===== src/rtl/piso_serializer_if.sv =====
// Valid/ready word handshake into the serializer plus its serial output toward the "101" detector.
interface piso_serializer_if #(
  parameter int WIDTH = 8
);
  logic [WIDTH-1:0] din;
  logic             din_valid;
  logic             din_ready;
  logic             x;
  logic             x_valid;
  logic             busy;
  logic             word_done;

  modport master (
    output din, din_valid,
    input  din_ready, x, x_valid, busy, word_done
  );

  modport slave (
    input  din, din_valid,
    output din_ready, x, x_valid, busy, word_done
  );
endinterface


===== src/rtl/piso_serializer.sv =====
// Parallel-in/serial-out stage with a one-word holding register for gapless streaming.
// Optional macro PISO_LSB_FIRST_EN selects LSB-first serialization (default MSB first).
module piso_serializer #(
  parameter int WIDTH = 8
) (
  input logic               clk,
  input logic               rst,
  piso_serializer_if.slave  bus
);
  localparam int              CW      = (WIDTH > 1) ? $clog2(WIDTH) : 1;
  localparam logic [CW-1:0]   LAST    = CW'(WIDTH - 1);
  localparam logic [0:0]      S_IDLE  = 1'b0;
  localparam logic [0:0]      S_SHIFT = 1'b1;

  logic [0:0]       r_state;
  logic [WIDTH-1:0] r_sreg;
  logic [CW-1:0]    r_cnt;
  logic [WIDTH-1:0] r_hold;
  logic             r_hold_full;
  logic             r_x;
  logic             r_x_valid;
  logic             r_word_done;
  logic             r_busy;

  logic [0:0]       w_state_nxt;
  logic [WIDTH-1:0] w_sreg_nxt;
  logic [CW-1:0]    w_cnt_nxt;
  logic [WIDTH-1:0] w_hold_nxt;
  logic             w_hold_full_nxt;
  logic             w_ready;
  logic             w_accept;
  logic             w_last;
  logic [WIDTH-1:0] w_shifted;
  logic             w_bit_nxt;

  assign w_ready  = !r_hold_full && !rst;
  assign w_accept = bus.din_valid && w_ready;
  assign w_last   = (r_cnt == LAST);

`ifdef PISO_LSB_FIRST_EN
  assign w_shifted = {1'b0, r_sreg[WIDTH-1:1]};
  assign w_bit_nxt = w_sreg_nxt[0];
`else
  assign w_shifted = {r_sreg[WIDTH-2:0], 1'b0};
  assign w_bit_nxt = w_sreg_nxt[WIDTH-1];
`endif

  // Next-state: sreg always holds the bit currently on x at its output end.
  always_comb begin
    w_state_nxt     = r_state;
    w_sreg_nxt      = r_sreg;
    w_cnt_nxt       = r_cnt;
    w_hold_nxt      = r_hold;
    w_hold_full_nxt = r_hold_full;
    case (r_state)
      S_IDLE: begin
        if (w_accept) begin
          w_sreg_nxt  = bus.din;
          w_cnt_nxt   = '0;
          w_state_nxt = S_SHIFT;
        end else begin
          w_state_nxt = S_IDLE;
        end
      end
      S_SHIFT: begin
        if (w_last) begin
          if (r_hold_full) begin
            w_sreg_nxt      = r_hold;
            w_hold_full_nxt = 1'b0;
            w_cnt_nxt       = '0;
          end else if (w_accept) begin
            w_sreg_nxt = bus.din;
            w_cnt_nxt  = '0;
          end else begin
            w_sreg_nxt  = w_shifted;
            w_cnt_nxt   = '0;
            w_state_nxt = S_IDLE;
          end
        end else begin
          w_sreg_nxt = w_shifted;
          w_cnt_nxt  = r_cnt + CW'(1);
          if (w_accept) begin
            w_hold_nxt      = bus.din;
            w_hold_full_nxt = 1'b1;
          end else begin
            w_hold_full_nxt = r_hold_full;
          end
        end
      end
      default: begin
        w_state_nxt = S_IDLE;
      end
    endcase
  end

  // State and output registers; outputs are computed from next-state so x leads by no cycle.
  always_ff @(posedge clk) begin
    if (rst) begin
      r_state     <= S_IDLE;
      r_sreg      <= '0;
      r_cnt       <= '0;
      r_hold      <= '0;
      r_hold_full <= 1'b0;
      r_x         <= 1'b0;
      r_x_valid   <= 1'b0;
      r_word_done <= 1'b0;
      r_busy      <= 1'b0;
    end else begin
      r_state     <= w_state_nxt;
      r_sreg      <= w_sreg_nxt;
      r_cnt       <= w_cnt_nxt;
      r_hold      <= w_hold_nxt;
      r_hold_full <= w_hold_full_nxt;
      r_x         <= (w_state_nxt == S_SHIFT) && w_bit_nxt;
      r_x_valid   <= (w_state_nxt == S_SHIFT);
      r_word_done <= (w_state_nxt == S_SHIFT) && (w_cnt_nxt == LAST);
      r_busy      <= (w_state_nxt == S_SHIFT) || w_hold_full_nxt;
    end
  end

  assign bus.din_ready = w_ready;
  assign bus.x         = r_x;
  assign bus.x_valid   = r_x_valid;
  assign bus.word_done = r_word_done;
  assign bus.busy      = r_busy;
endmodule


===== src/flat_wrapper.sv =====
// flat-port wrapper written by rule: the top's interface ports become plain ports
module piso_serializer_flat 
#(
  parameter int WIDTH = 8
)
  (clk, rst, bus_din, bus_din_valid, bus_din_ready, bus_x, bus_x_valid, bus_busy, bus_word_done);
  piso_serializer_if #(.WIDTH(WIDTH)) bus_i ();
  input logic clk;
  input logic rst;
  input wire logic [$bits(bus_i.din)-1:0] bus_din;
  input wire logic [$bits(bus_i.din_valid)-1:0] bus_din_valid;
  output wire logic [$bits(bus_i.din_ready)-1:0] bus_din_ready;
  output wire logic [$bits(bus_i.x)-1:0] bus_x;
  output wire logic [$bits(bus_i.x_valid)-1:0] bus_x_valid;
  output wire logic [$bits(bus_i.busy)-1:0] bus_busy;
  output wire logic [$bits(bus_i.word_done)-1:0] bus_word_done;
  assign bus_i.din = bus_din;
  assign bus_i.din_valid = bus_din_valid;
  assign bus_din_ready = bus_i.din_ready;
  assign bus_x = bus_i.x;
  assign bus_x_valid = bus_i.x_valid;
  assign bus_busy = bus_i.busy;
  assign bus_word_done = bus_i.word_done;
  piso_serializer #(.WIDTH(WIDTH)) u_core (.clk(clk), .rst(rst), .bus(bus_i));
endmodule

===== config.mk =====
export PLATFORM = sky130hd
export DESIGN_NAME = piso_serializer_flat
export DESIGN_NICKNAME = d
export VERILOG_FILES = /design/src/rtl/piso_serializer_if.sv /design/src/rtl/piso_serializer.sv /design/src/flat_wrapper.sv
export SDC_FILE = /design/constraint.sdc
export NUM_CORES = 1
export LEC_CHECK = 0
export BUFFER_PORTS_ARGS = -buffer_cell sky130_fd_sc_hd__buf_4
export CAP_MARGIN = 20
export CORE_MARGIN = 2
export CORE_UTILIZATION = 54
export DETAILED_ROUTE_END_ITERATION = 10
export PLACE_DENSITY = 0.85
export SYNTH_ARGS = -nofsm -noshare
export SYNTH_HDL_FRONTEND = slang
export SYNTH_SLANG_ARGS = --single-unit

===== constraint.sdc =====
create_clock -name clk -period 1.78 [get_ports clk]
set_input_delay 0.356 -clock clk [delete_from_list [all_inputs] [get_ports clk]]
set_output_delay 0.356 -clock clk [all_outputs]
set_load 0.1 [all_outputs]

Yosys cells after proc, flatten, opt, wreduce, memory -nomap -nowiden
Cells that the tools add are included.
W data, S select, Z words.
- $add $sub $neg: 1
- shifts and indexed selects: 0
- eq/ne operators: 3
- $lt $le $gt $ge: 0
- divide/modulo/power cells: 0
- bitwise operators: 2
- reductions and logical operators: 8
- $mul: 0
- muxes and demuxes: 15
- operators with widths (cell ; number):
    $mux W8 ; 4
    $pmux W8 S2 ; 1
    $eq A3 B3 Y1 const B ; 2
    $mux W1 ; 6
    $mux W3 ; 2
    $pmux W3 S2 ; 1
    $logic_and A1 B1 Y1 ; 4
    $add A3 B1 Y3 const B ; 1
    $reduce_and A3 Y1 ; 1
    $logic_not A1 Y1 ; 2
    $ne A2 B1 Y1 const B ; 1
    $not A1 Y1 ; 2
    $pmux W1 S2 ; 1
    $logic_or A1 B1 Y1 ; 1
- flip-flop bits (word level): 24
- output and inout port bits: 5
- memory bits (writable): 0
- logic and storage cells: 38
- bits in latches: 0
- input port bits: 11
- memories kept: 0
- bits in read-only memories: 0

Longest topological paths before layout
Gate-level depths: netlist (run 1).
- depth in word-level cells: 8
- depth in mapped cells: 6
- mapped depth without buffers: 6

Worst setup path before layout (run 1)
OpenSTA, ideal clock, no wires.
- path kind: input-to-output
- from: input rst
- to: output bus_din_ready
- stages on the path: 3
- required time: 1.424 ns
- setup slack: -0.571 ns
- buffers on the path: 2
- arrival: 1.995 ns
- cell sequence: buf_2 > clkbuf_1 > nor2_1
- cells in the longest elaborated chain, start to end: 2
- RTL lines (what ; RTL line ; text):
    start, declared ; flat_wrapper.sv:9 ; input logic rst;
    $logic_not A1 Y1 ; piso_serializer.sv:36 ; assign w_ready = !r_hold_full && !rst;
    $logic_and A1 B1 Y1 ; piso_serializer.sv:36 ;
    end, declared ; flat_wrapper.sv:12 ; output wire logic [$bits(bus_i.din_ready)-1:0] bus_din_ready;
No other way between the ends.

==> results.md, run 1 <==
* Slew @ Worst Pin at 0.5031 ns
* Total die area at 2638 µm²
* Flops & latches, synth at 24
* PortBufs at 15
* Worst setup margin at 0.07776 ns
* Met1 WL at 1124 µm
* Core footprint at 2170 µm²
* Drt drc at 0
* CTS tree: built
* Clock Sinks at 24
* Met3 Routed Length at 105 µm
* Drt wl/cell at 14.67 µm
* Area grow syn2layout at 12.91%
* Flop-to-flop setup slack at 0.11 ns
* Critical Path RT at 1.42 ns
* Critical path fanouts, max at 28
* Via density at 5.679
* Clk pin slew, worst setup/hold paths at 0.14 ns
* Initial Util at 0.5582
* Grt ovf at 0
* Multi-input logic area at 666.9 µm²
* Critical Path End Type: output port
* DR pass1 iterations at 4
* Die W at 51.36 µm
* Post-CTS Setup Inserts at 0
* R2r endpoint: u_core.r_sreg[4]$_SDFFE_PP0P_
* Worst IR Drop VDD at 637.7 µV
* Syn Nets at 142
* EDFF count, synth at 0
* First-pass GRT wire length at 4146 µm
* Pre-CTS WS at 0.1524 ns
* Power, Total at 1.220 mW
* Minimum clock period at 1.702 ns
* CP Capture Point: bus_x_valid
* Synth Area in Compound Gates at 0.2335
* HPWL Detailed at 1646 µm
* Async S/R FF share, synth at 0
* Final period utilization at 0.9563
* Main flop type after synthesis: dfxtp_1
* Crit path from: u_core.r_state$_SDFF_PP0_
* Seq/Total Area, Yosys at 0.3967
* CTS buffer count at 3
* Pin count of the biggest net entering global routing at 29
* Post-Synth XOR/XNOR Area at 0
* R2R depth at 5
* Critical path cell sequence: buf_4
* # Max-Cap Violations at 0
* Root buffer cell: clkbuf_4
* CTS Hold Bufs at 0
* Synth Instances at 129
* Multiplexer area fraction after synthesis at 0.07438
* Clock Latency Late Sink at 0.32 ns
* F_max at 0.5875 GHz
* Worst path depth at 1
* RSZ-0062 raised after global routing: no
* Final Setup Violations at 0
* Pwr/cell area at 892.2 nW/µm²
* Top Metal Used: met4
* Simple logic cell fraction of the synthesized area at 0.2200
* Final Hold Viols at 0
* Fillers at 189
* DR iter-0 viols at 19
* Placer congestion estimate at 0.8581
* Synth warn at 0
* Largest family of logic cells by synthesized area: compound AO/OA/AOI/OAI gates
* Total track usage at 0.2134
* H-tree depth at 1
* Setup CP Type: flip-flop to output port
* Syn avg cell area at 9.389 µm²
* Critical path data arrival time at 1.35 ns
* Fin nets at 154
* Share of cells above drive strength 1 at 0.2429
* Cell Area, Synth at 1211 µm²
* CP delay by family, top: flip-flops
* Die H at 51.36 µm
* Vias at 954
* Ant diodes at 0
* Commonest non-fill, non-tap cells in the layout: dfxtp_1, buf_4, nor2_1
* WL met2 at 1218 µm
* Final Max Slew Viols at 0
* Adder-Cell Fraction of Synth Area at 0.02066
* PostCTS Resize Cnt at 0
* Min-delay src: bus_din[5]
* Status: complete, no violations
* FF-to-FF Start: u_core.r_cnt[0]$_SDFF_PP0_
* Post-Route Skew at 0.005285 ns
* Buf/Inv on CP at 1
* Post-Route WL at 2464 µm
* Vias in the first global route at 927
* I/O pin cnt at 16
* CTS max path bufs at 2
* Static leakage at 0.5602 nW
* Most common cell after layout, fill and taps aside: dfxtp_1
* Hold Path Class: primary input to flip-flop
* Distinct cells, synth at 33
* Startpoint Class: flip-flop
* Row cnt at 17
* DRT antenna net count at 0
* Max-slew headroom at 0.6641
* Register area at 481.7 µm²
* Antenna violations before repair at 0
* Slowest cell on the critical path: dfxtp_2
* Max incr delay on CP at 0.65 ns
==> layer usage <==
| layer | vias up | global-route usage |
|---|---|---|
| li1 | 481 | - |
| met1 | 452 | 0.2601 |
| met2 | 19 | 0.3483 |
| met3 | 2 | 0.06140 |
| met4 | 0 | 0.09211 |
| met5 | - | 0 |
==> worst min-delay path by stage <==
stage                                                to  slack [ns]  cells past startpoint
after detailed placement  u_core.r_hold[5]$_SDFFE_PP0P_        0.49                      2
after floorplan           u_core.r_hold[0]$_SDFFE_PP0P_        0.46                      2
after global placement    u_core.r_hold[2]$_SDFFE_PP0P_        0.47                      2
after global routing      u_core.r_hold[1]$_SDFFE_PP0P_        0.27                      3
final                     u_core.r_hold[5]$_SDFFE_PP0P_        0.27                      3
after CTS                 u_core.r_hold[5]$_SDFFE_PP0P_        0.26                      3
==> cell type report <==
type / instances / area share
Clock buffer: 3 / 0.01647
Sequential cell: 24 / 0.3522
Multi-Input combinational cell: 94 / 0.4876
Timing Repair Buffer: 17 / 0.09332
Clock inverter: 1 / 0.02196
Tap cell: 28 / 0.02562
Inverter: 1 / 0.002745
==> cell families (layout without fill, tap and decap cells) <==
kind of cell | after synthesis | count (layout)
AND/OR/NAND/NOR | 50 | 50
AO/OA/AOI/OAI | 33 | 33
flip-flops | 24 | 24
buffers and inverters | 11 | 22
multiplexers | 9 | 9
adder cells (fa/ha/maj) | 2 | 2
==> power breakdown <==
group / leakage (nW) / total (mW) / internal [mW] / switching, mW
sequential: 0.197 / 0.601 / 0.568 / 0.0321
combinational: 0.336 / 0.221 / 0.0875 / 0.134
clock: 0.0279 / 0.399 / 0.228 / 0.171
==> sequential cells by signal, summed over array words and instances (netlist names) <==
| register | count |
|---|---|
| u_core.r_hold_full | 1 |
| u_core.bus.x | 1 |
| u_core.bus.word_done | 1 |
| u_core.r_sreg | 8 |
| u_core.r_cnt | 3 |
| u_core.r_hold | 8 |
| u_core.bus.busy | 1 |
| u_core.r_state | 1 |
==> cells in the mapped netlist (2+ instances only) <==
cell       n  area, µm²
a211oi_1   8      60.06
a21boi_0   6      45.04
a21oi_1    3      15.01
a22oi_1    2      15.01
a311oi_2   6      90.09
and2_1     2      12.51
buf_2      2      10.01
buf_4      2      15.01
buf_6      2      22.52
clkbuf_1   3      11.26
dfxtp_1   24      480.5
ha_1       2      25.02
mux2i_1    9      90.09
nand2_1   13      48.80
nand2b_1   2      12.51
nor2_1    16      60.06
nor2b_1    7      43.79
nor3_1     2      10.01
o21a_1     2      15.01
o21ai_0    3      15.01
==> through the flow <==
stage	TNS (ns)	instances	utilization	hold slack [ns]	area [µm²]
global route	0	168	0.6303	0.2656	1368
floorplan	-0.1172	129	-	0.4579	1215
CTS	0	168	0.6303	0.2597	1368
finish	0	168	0.6303	0.2745	1368
global placement	0	164	0.6061	0.4739	1315
detailed placement	0	164	0.6061	0.4900	1315
No activity file was read; power rests on OpenSTA's default activity.
==> run 2, diff against run 1 <==
--- a/config.mk
+++ b/config.mk
@@ -8,9 +8,9 @@
 export BUFFER_PORTS_ARGS = -buffer_cell sky130_fd_sc_hd__buf_4
 export CAP_MARGIN = 20
 export CORE_MARGIN = 2
-export CORE_UTILIZATION = 54
+export CORE_UTILIZATION = 50
 export DETAILED_ROUTE_END_ITERATION = 10
-export PLACE_DENSITY = 0.85
+export PLACE_DENSITY = 0.83
 export SYNTH_ARGS = -nofsm -noshare
 export SYNTH_HDL_FRONTEND = slang
 export SYNTH_SLANG_ARGS = --single-unit
==> constraint.sdc (replaced) <==
create_clock -name clk -period 1.5 [get_ports clk]
set_input_delay 0.3 -clock clk [delete_from_list [all_inputs] [get_ports clk]]
set_output_delay 0.3 -clock clk [all_outputs]
set_load 0.1 [all_outputs]
==> run 2 against run 1 <==
  * Total power increased by 14%
  * Final area increased by 7.4%
  * Wire length decreased by 3.5%
  * Via count increased by 2.6%
  * Hold slack got worse by 0.044 ns
  * Die area increased by 7.4%
  * Setup slack got worse by 0.038 ns
  * Non-clock buffer count increased by 9
  * Clock power decreased by 1%
  * Utilization increased by 2.1 points
==> results.md, run 2 (synthesized netlist as in run 1, its figures left out) <==
* Status: complete, no violations
* Slowest cell on the critical path: dfxtp_2
* Critical path data arrival time at 1.16 ns (-0.19 ns)
* DRT antenna net count at 0 (unchanged)
* F_max at 0.6850 GHz
* Final Hold Viols at 0 (unchanged)
* HPWL Detailed at 1746 µm (+6.1%)
* Post-Route WL at 2377 µm (-3.5%)
* CP delay by family, top: flip-flops
* Fillers at 185 (-2.1%)
* Hold Path Class: primary input to flip-flop
* Worst IR Drop VDD at 569.4 µV (-11%)
* Via density at 5.531 (-2.6%)
* Hold depth at 3 (unchanged)
* Placer congestion estimate at 0.7812 (-9.0%)
* Top Registers: u_core.r_hold x8, u_core.r_sreg x8, u_core.r_cnt x3
* Most common cell after layout, fill and taps aside: buf_4
* Clk pin slew, worst setup/hold paths at 0.13 ns (about the same)
* Root buffer cell: clkbuf_4
* R2R depth at 5 (unchanged)
* PortBufs at 15 (unchanged)
* Final Max Slew Viols at 0 (unchanged)
* Multi-input logic area at 693.2 µm² (+3.9%)
* Fin nets at 163 (+5.8%)
* Max incr delay on CP at 0.39 ns (-0.26 ns)
* # Max-Cap Violations at 0 (unchanged)
* Static leakage at 0.6053 nW (+8.0%)
* CTS max path bufs at 2 (unchanged)
* Clock Sinks at 24 (unchanged)
* Initial Util at 0.5372 (-0.02107)
* DR iter-0 viols at 16 (-3)
* Vias at 979 (+2.6%)
* Layout Utilization at 0.6515 (+0.02116)
* Clock Latency Late Sink at 0.31 ns (about the same)
* Register area at 486.7 µm² (+1.0%)
* Post-Route Skew at 0.001462 ns (-0.003824 ns)
* Antenna violations before repair at 0 (unchanged)
* First-pass GRT wire length at 4167 µm (+0.51%)
* Total die area at 2832 µm² (+7.4%)
* Die H at 53.22 µm (+3.6%)
* Pwr/cell area at 947.3 nW/µm² (+6.2%)
* Drt wl/cell at 13.43 µm (-8.4%)
* Critical Path RT at 1.20 ns (-0.22 ns)
* Power, Total at 1.391 mW (+14%)
* Critical path fanouts, max at 5 (-82%)
* Startpoint Class: flip-flop
* Post-Route Setup TNS at 0 ns (unchanged)
* Drt drc at 0 (unchanged)
* Worst path depth at 3 (+2)
* Commonest non-fill, non-tap cells in the layout: buf_4, dfxtp_1, nor2_1
* H-tree depth at 1 (unchanged)
* Setup CP Type: flip-flop to output port
* Slew @ Worst Pin at 0.2621 ns (-0.2410 ns)
* Max-slew headroom at 0.8242 (+0.1600)
* CTS tree: built
* DR pass1 iterations at 4 (unchanged)
* Total track usage at 0.2001 (-0.01329)
* I/O pin cnt at 16 (unchanged)
* Critical path cell sequence: buf_4, nor2_4, buf_6
* Vias in the first global route at 973 (+5.0%)
* Die W at 53.22 µm (+3.6%)
* Row cnt at 17 (unchanged)
* Final Setup Violations at 0 (unchanged)
* Buf/Inv on CP at 2 (+1)
* Critical Path End Type: output port
* CTS buffer count at 3 (unchanged)
* Pin count of the biggest net entering global routing at 29 (unchanged)
* Minimum clock period at 1.460 ns
* Share of cells above drive strength 1 at 0.3356 (+0.09271)
* Final period utilization at 0.9732
* Core footprint at 2255 µm² (+3.9%)
* Area grow syn2layout at 21.28%
* Grt ovf at 0 (unchanged)
* RSZ-0062 raised after global routing: no
* Ant diodes at 0 (unchanged)
[run 2: cell types whose count changed in the layout (fill, tap and decap cells not counted), sizes merged]
| cell | change |
|---|---|
| buf | +9 |
| clkbuf | +1 |
| bufinv | -1 |
[run 2: final timing paths]
kind / startpoint / end / slack, ns
setup reg to reg: u_core.r_cnt[0]$_SDFF_PP0_ / u_core.r_sreg[4]$_SDFFE_PP0P_ / 0.06
hold reg to reg: u_core.r_sreg[5]$_SDFFE_PP0P_ / u_core.r_sreg[6]$_SDFFE_PP0P_ / 0.51
hold / removal: bus_din[3] / u_core.r_hold[3]$_SDFFE_PP0P_ / 0.23
setup / recovery: u_core.r_hold_full$_SDFF_PP0_ / bus_din_ready / 0.04
[run 2: what timing repair did]
action	4_1_cts	5_1_grt
hold endpoints to repair	0	0
resized for setup	3	8
endpoints found under the setup margin	7	12
setup buffers	0	0
hold buffers	0	0
[run 2: cell type report]
cell class | count | share of cell area
well taps | 28 | 0.02385
inverters | 1 | 0.002555
repair buffers | 26 | 0.1380
flip-flops and latches | 24 | 0.3313
multi-input cells | 94 | 0.4719
clock buffers | 4 | 0.03237
[run 2: report_power, final]
part | total, mW | leakage, nW | internal [mW] | switching [mW]
clock network | 0.395 | 0.0261 | 0.203 | 0.192
registers | 0.710 | 0.198 | 0.675 | 0.0352
logic | 0.286 | 0.381 | 0.123 | 0.163
[run 2: tightest hold or removal path: stages]
cell and delay (ns):
buf_4 0.09, mux2i_1 0.05, nor2_1 0.07
[run 2: per-layer routing]
| metal | vias to the layer above | part of all wire | GRT usage | wire length [µm] |
|---|---|---|---|---|
| met2 | 22 | 0.48 | 0.3374 | 1137 |
| met4 | 0 | 0.011 | 0.09402 | 27 |
| met1 | 455 | 0.46 | 0.2478 | 1101 |
| met3 | 4 | 0.047 | 0.02825 | 111 |
| li1 | 498 | - | - | - |
| met5 | - | 0 | 0 | 0 |
[run 2: per-stage QoR]
stage,setup WS (ns),instance area (µm²),instances,hold slack [ns]
CTS,0.01146,1445,177,0.2192
finish,0.04020,1469,177,0.2303
floorplan,0.004701,1222,129,0.4439
global placement,0.06703,1390,173,0.4818
detailed placement,0.005488,1390,173,0.4863
global route,0.01081,1469,177,0.2269
